[src/rtl/dmem_pkg.sv]
// -----------------------------------------------------------------------------
// dmem_pkg
// Shared definitions for the dmem_sync data memory:
//   - state_e    : controller state (initialising / running)
//   - INIT_ZERO  : fill every word with zero during initialisation
//   - INIT_RAMP  : lower half holds i, upper half holds -i (mod 2^DATA_W)
//   - pattern()  : initial contents of one word, returned 64 bits wide and
//                  already masked to data_w bits; callers truncate to DATA_W.
// -----------------------------------------------------------------------------
package dmem_pkg;

    typedef enum logic {
        S_INIT = 1'b0,
        S_RUN  = 1'b1
    } state_e;

    localparam int unsigned INIT_ZERO = 0;
    localparam int unsigned INIT_RAMP = 1;

    function automatic logic [63:0] pattern(
        input int unsigned idx,
        input int unsigned depth,
        input int unsigned data_w,
        input int unsigned mode
    );
        logic [63:0] mask;
        logic [63:0] half;
        logic [63:0] val;
        mask = (data_w >= 64) ? '1 : ((64'd1 << data_w) - 64'd1);
        half = 64'(depth / 2);
        if (mode == INIT_ZERO) begin
            val = '0;
        end else if (64'(idx) < half) begin
            val = 64'(idx);
        end else begin
            // Upper half counts downward from zero: word H+i holds -i.
            val = 64'd0 - (64'(idx) - half);
        end
        return val & mask;
    endfunction

endpackage

[src/rtl/dmem_init_seq.sv]
// -----------------------------------------------------------------------------
// dmem_init_seq
// Walks the word index from 0 to DEPTH-1, one word per clock, presenting the
// initial value of each word on a write port. Stops after the last word.
// Ports:
//   clk       in   clock
//   rst_n     in   asynchronous active-low reset; restarts the walk at 0
//   init_we   out  write strobe, high while the walk is still in progress
//   init_addr out  word index being written this cycle
//   init_data out  initial value for init_addr
//   done      out  high once the final word has been written
// -----------------------------------------------------------------------------
module dmem_init_seq
    import dmem_pkg::*;
#(
    parameter int DATA_W    = 8,
    parameter int DEPTH     = 32,
    parameter int INIT_MODE = 1,
    parameter int IDX_W     = $clog2(DEPTH)
) (
    input  logic              clk,
    input  logic              rst_n,
    output logic              init_we,
    output logic [IDX_W-1:0]  init_addr,
    output logic [DATA_W-1:0] init_data,
    output logic              done
);

    localparam logic [IDX_W-1:0] LAST_IDX = IDX_W'(DEPTH - 1);

    logic [IDX_W-1:0] idx_q, idx_d;
    logic             done_q, done_d;

    always_comb begin
        idx_d  = idx_q;
        done_d = done_q;
        if (!done_q) begin
            if (idx_q == LAST_IDX) begin
                done_d = 1'b1;
            end else begin
                idx_d = idx_q + IDX_W'(1);
            end
        end
    end

    always_ff @(posedge clk or negedge rst_n) begin
        if (!rst_n) begin
            idx_q  <= '0;
            done_q <= 1'b0;
        end else begin
            idx_q  <= idx_d;
            done_q <= done_d;
        end
    end

    assign init_we   = !done_q;
    assign init_addr = idx_q;
    assign init_data = DATA_W'(pattern(32'(idx_q), DEPTH, DATA_W, INIT_MODE));
    assign done      = done_q;

endmodule

[src/rtl/dmem_sync.sv]
// -----------------------------------------------------------------------------
// dmem_sync
// Synchronous-read data memory for the 8-bit datapath. After reset the
// built-in sequencer fills every word (one per clock) and Ready stays low;
// afterwards one read and/or one write is served per clock with a registered
// read result one cycle later.
// Ports:
//   CLK        in   clock, all state changes on the rising edge
//   RST_N      in   asynchronous active-low reset
//   Address    in   word address for read and/or write
//   writeData  in   write data
//   MemRead    in   read request
//   MemWrite   in   write request
//   readData   out  registered read result (holds when no read is issued)
//   readValid  out  one-cycle strobe marking a fresh readData
//   Ready      out  high once initialisation has finished
//   AddrErr    out  one-cycle pulse for a request with Address >= DEPTH
// DEPTH must be even, at least 2, and no larger than 2^ADDR_W.
// -----------------------------------------------------------------------------
module dmem_sync
    import dmem_pkg::*;
#(
    parameter int DATA_W    = 8,
    parameter int ADDR_W    = 8,
    parameter int DEPTH     = 32,
    parameter int INIT_MODE = 1
) (
    input  logic              CLK,
    input  logic              RST_N,
    input  logic [ADDR_W-1:0] Address,
    input  logic [DATA_W-1:0] writeData,
    input  logic              MemRead,
    input  logic              MemWrite,
    output logic [DATA_W-1:0] readData,
    output logic              readValid,
    output logic              Ready,
    output logic              AddrErr
);

    localparam int IDX_W = $clog2(DEPTH);

    // Storage: not reset; the init sequence overwrites every word instead.
    logic [DATA_W-1:0] mem_q [DEPTH];

    state_e            state_q, state_d;
    logic              ready_q, ready_d;
    logic [DATA_W-1:0] read_data_q, read_data_d;
    logic              read_valid_q, read_valid_d;
    logic              addr_err_q, addr_err_d;

    logic              init_we;
    logic [IDX_W-1:0]  init_addr;
    logic [DATA_W-1:0] init_data;
    logic              init_done;
    logic              init_last;

    logic              mem_we;
    logic [IDX_W-1:0]  mem_waddr;
    logic [DATA_W-1:0] mem_wdata;

    logic              in_range;
    logic [IDX_W-1:0]  mem_idx;

    dmem_init_seq #(
        .DATA_W    (DATA_W),
        .DEPTH     (DEPTH),
        .INIT_MODE (INIT_MODE),
        .IDX_W     (IDX_W)
    ) u_init_seq (
        .clk       (CLK),
        .rst_n     (RST_N),
        .init_we   (init_we),
        .init_addr (init_addr),
        .init_data (init_data),
        .done      (init_done)
    );

    // Compare with one extra bit so DEPTH == 2^ADDR_W does not wrap to 0.
    assign in_range  = ({1'b0, Address} < (ADDR_W + 1)'(DEPTH));
    assign mem_idx   = Address[IDX_W-1:0];

    // The edge that writes the final word is also the edge that raises Ready.
    assign init_last = init_we && !init_done && (init_addr == IDX_W'(DEPTH - 1));

    always_comb begin
        state_d      = state_q;
        ready_d      = ready_q;
        read_data_d  = read_data_q;
        read_valid_d = 1'b0;
        addr_err_d   = 1'b0;
        mem_we       = 1'b0;
        mem_waddr    = init_addr;
        mem_wdata    = init_data;

        case (state_q)
            S_INIT: begin
                // User requests are ignored while the sequencer owns the port.
                mem_we = init_we;
                if (init_last) begin
                    state_d = S_RUN;
                    ready_d = 1'b1;
                end
            end
            S_RUN: begin
                mem_waddr  = mem_idx;
                mem_wdata  = writeData;
                mem_we     = MemWrite && in_range;
                addr_err_d = (MemRead || MemWrite) && !in_range;
                if (MemRead) begin
                    read_valid_d = 1'b1;
                    if (!in_range) begin
                        read_data_d = '0;
                    end else if (MemWrite) begin
                        // Write-first: a same-cycle write is what the read sees.
                        read_data_d = writeData;
                    end else begin
                        read_data_d = mem_q[mem_idx];
                    end
                end
            end
            default: begin
                state_d = S_INIT;
            end
        endcase
    end

    always_ff @(posedge CLK) begin
        if (mem_we) begin
            mem_q[mem_waddr] <= mem_wdata;
        end
    end

    always_ff @(posedge CLK or negedge RST_N) begin
        if (!RST_N) begin
            state_q      <= S_INIT;
            ready_q      <= 1'b0;
            read_data_q  <= '0;
            read_valid_q <= 1'b0;
            addr_err_q   <= 1'b0;
        end else begin
            state_q      <= state_d;
            ready_q      <= ready_d;
            read_data_q  <= read_data_d;
            read_valid_q <= read_valid_d;
            addr_err_q   <= addr_err_d;
        end
    end

    assign readData  = read_data_q;
    assign readValid = read_valid_q;
    assign Ready     = ready_q;
    assign AddrErr   = addr_err_q;

endmodule

[config.mk]
export PLATFORM = sky130hd
export DESIGN_NAME = dmem_sync
export DESIGN_NICKNAME = d
export VERILOG_FILES = /design/src/rtl/dmem_pkg.sv /design/src/rtl/dmem_init_seq.sv /design/src/rtl/dmem_sync.sv
export SDC_FILE = /design/constraint.sdc
export NUM_CORES = 1
export LEC_CHECK = 0
export BUFFER_PORTS_ARGS = -buffer_cell sky130_fd_sc_hd__buf_2
export CAP_MARGIN = 10
export CORE_UTILIZATION = 62
export CTS_CLUSTER_SIZE = 20
export DETAILED_ROUTE_END_ITERATION = 10
export PLACE_DENSITY = 0.79
export SKIP_LAST_GASP = 1
export SYNTH_ARGS = -nofsm -noshare
export SYNTH_HDL_FRONTEND = slang
export SYNTH_HIERARCHICAL = 1
export SYNTH_SLANG_ARGS = --single-unit
[constraint.sdc]
create_clock -name CLK -period 2.6 [get_ports CLK]
set_input_delay 0.26 -clock CLK [delete_from_list [all_inputs] [get_ports CLK]]
set_output_delay 0.26 -clock CLK [all_outputs]
set_load 0.05 [all_outputs]
==> out/qor.yml <==
global_route:
  overflow: 0
  grt_max_degree: 33
  grt_pass1_vias: 6478
  antenna_found_initial: 1
  globalRouteTotalUtil_pct: 28.50
  grt_pass1_wl_um: 38300
clock_tree:
  tritoncts: "built"
  cts_max_level: 1
  numCtsBuffers: 27
  insertion_delay_ns: 0.53
  cts.sinks: 274
  clockRootBuffer: "clkbuf_16"
  path_clk_slew_ns: 0.06
  cts_buffer_depth: 3
route:
  first_pass_iters: 5
  ant_nets: 0
  drt-met1-wl_um: 9954
  top_layer_used: "met4"
  met2_length_um: 11780
  totalWireLength_um: 25400
  viasPerCell: 6.705
  wl_met3_um: 2904
  drc: 0
  first_iter_violations: 780
  via_count: 6524
  wire_per_inst_um: 26.11
power:
  p_leak_nw: 4.320
  report.power.total_w: 0.008732
  peakVddDrop_mv: 0.6352
  p_per_area_mw_per_mm2: 692.3
sta:
  finalSetupTns_ns: 0
  rsz0062_at_grt: "no"
  fin_crit_ns: 2.249
  hold_viol: 0
  period_share_pct: 86.49
  relSlewSlack_pct: 49.10
  whs_ns: 0.02311
  setup_viol: 0
  fmax_mhz: 444.7
  drv_slew: 0
  tightest_slew_ns: 0.7607
  clock_skew_ns: 0.01719
floorplanning:
  die_y_um: 136.9
  die-area_mm2: 0.01873
  die_w_um: 136.9
  core_area_mm2: 0.01754
  rows: 48
  start_util_pct: 64.31
  io_pins: 31
yosys:
  synth_adder_area_share_pct: 0.3329
  synth-main-ff-cell: "edfxtp_1"
  ys_ff_latch: 274
  syn_avg_cell_area_um2: 17.24
  synthSimpleGateAreaFrac_pct: 4.804
  synth_nets: 677
  synth_mux_area_share_pct: 12.80
  ys_warn_count: 6
  synth_compound_area_share_pct: 6.679
  yosys.area_share.xor_xnor_pct: 0.3883
  synth_top_family_by_area: "multiplexers"
  synth_edf_count: 256
  synth_area_mm2: 0.01128
  synth_cell_type_count: 54
  async_flop_share_pct: 6.569
  synthCells: 654
  seq_area_frac_synth_pct: 72.16
worst_setup_path:
  crit_buf_inv: 1
  cp_cell_sequence: "buf_4 -> nand2_1 -> a21oi_1 -> o21ai_0 -> a21oi_1 -> a21oi_1"
  cp.arrival_ns: 2.65
  crit_path_start_kind: "flop"
  crit_top_cell: "a21oi_1"
  crit_family: "compound AO/OA/AOI/OAI gates"
  cp_max_fo: 16
  cp.required_ns: 3.00
  cp-end-kind: "flop"
  critPathKind: "flop to flop"
  crit_path_top_delay_cell: "dfrtp_1"
  critPathMaxStageDelay_ns: 0.70
  r2r_slack_ns: 0.35
placement:
  port_buffers: 30
  gp_congestion: 0.9245
  placed_cell_area_mm2: 0.01183
  dp_hpwl_um: 16130
hold_path:
  hold_class: "input pin to flop"
cells_and_area:
  drive_above_1_share_pct: 23.66
  area_growth_pct: 11.84
  fin_nets: 752
  antenna_cells: 0
  design_area_mm2: 0.01261
flow_run:
  cap_viol_max_count: 0
status:
  status: "completed"
-- per-layer routing --
layer	vias to the layer above	GRT usage, %
met4	0	9.829
met2	435	43.37
li1	2767	-
met1	3258	40.41
met3	64	7.444
met5	-	0
-- tightest hold or removal path, cell delays in order --
cell    delay (ns)
buf_2         0.08
nor3_1        0.06
nor2_1        0.10
-- path summary, 6_finish.rpt --
check	endpoint	start	cells after the start
hold / removal	AddrErr	Address[5]	3
setup / recovery	readData[3]	state_q	6
hold reg to reg	Ready	Ready	1
min in group asynchronous	u_init_seq/init_addr[4]	RST_N	2
max in group asynchronous	Ready	RST_N	2
setup reg to reg	readData[3]	state_q	6
-- through the flow --
| step | std cells | util [%] | setup WS (ns) |
|---|---|---|---|
| 5_1_grt | 973 | 71.92 | 0.1794 |
| 6_report | 973 | 71.92 | 0.3512 |
| 2_1_floorplan | 654 | - | 0.5387 |
| 4_1_cts | 973 | 71.92 | 0.3729 |
| 3_3_place_gp | 924 | 67.48 | 0.3711 |
| 3_5_place_dp | 924 | 67.48 | 0.3318 |
-- what timing repair did --
action                                  in CTS  in global routing
buffers inserted                             0                  0
resized for setup                            0                  0
hold buffers                                 1                  0
endpoints found under the hold margin       18                  0
endpoints found under the setup margin       0                  0
-- placed cells by master (no fill, tap or decap), types with 18 or more instances in the layout --
cell       instances
a21oi_1           21
buf_2             29
buf_4             50
clkbuf_16         27
dfrtp_1           18
edfxtp_1         256
mux2_2            27
mux2i_1           34
mux4_2            25
nand2_1           48
nor2_1            47
o22ai_1           18
-- synth_stat cells (5+ instances only) --
master      n  area (um^2)
nand2_1    48        180.2
a22oi_1    10        75.07
a21o_1      6        45.04
mux2_2     27        304.0
o21ai_0    15        75.07
nor2_1     47        176.4
buf_6      10        112.6
mux4_1      9        236.5
dfrtp_1    18        450.4
o31ai_1     6        45.04
xnor2_1     5        43.79
inv_1       9        33.78
nand3_1     7        35.03
a21oi_1    21        105.1
mux2i_1    34        340.3
clkbuf_1    6        22.52
a221oi_1    9        78.83
o22ai_1    18        112.6
edfxtp_1  256         7687
buf_2       8        40.04
mux4_2     25        563.0
-- layout make-up --
type                            instances  area (um^2)
Tap cell                              225        281.5
Timing Repair Buffer                   82        570.5
Inverter                                9        33.78
Clock buffer                           30        686.9
Fill cell                            1065         4925
Sequential cell                       274         8138
Clock inverter                         18        81.33
Multi-Input combinational cell        335         2820
-- sequential cells by signal (all words and copies together), names as in the netlist --
| name | flops |
|---|---|
| readValid | 1 |
| u_init_seq/done | 1 |
| mem_q | 256 |
| readData | 8 |
| state_q | 1 |
| Ready | 1 |
| AddrErr | 1 |
| u_init_seq/init_addr | 5 |
-- cells by family after synthesis --
group / Yosys count
DFF: 274
and+or+nand+nor: 123
AOI/OAI and AO/OA: 109
muxes: 95
buffers and inverters: 45
xor gates and xnor gates: 5
adders and majority gates: 3
-- power breakdown --
group | internal, W | total (W) | switching, W | leakage (nW)
clock network | 0.00188 | 0.00341 | 0.00153 | 0.383
registers | 0.00483 | 0.00484 | 0.00000617 | 2.50
logic | 0.000160 | 0.000485 | 0.000325 | 1.43
total | 0.00687 | 0.00873 | 0.00186 | 4.32
Note: power is estimated with default switching activity, not from simulation.
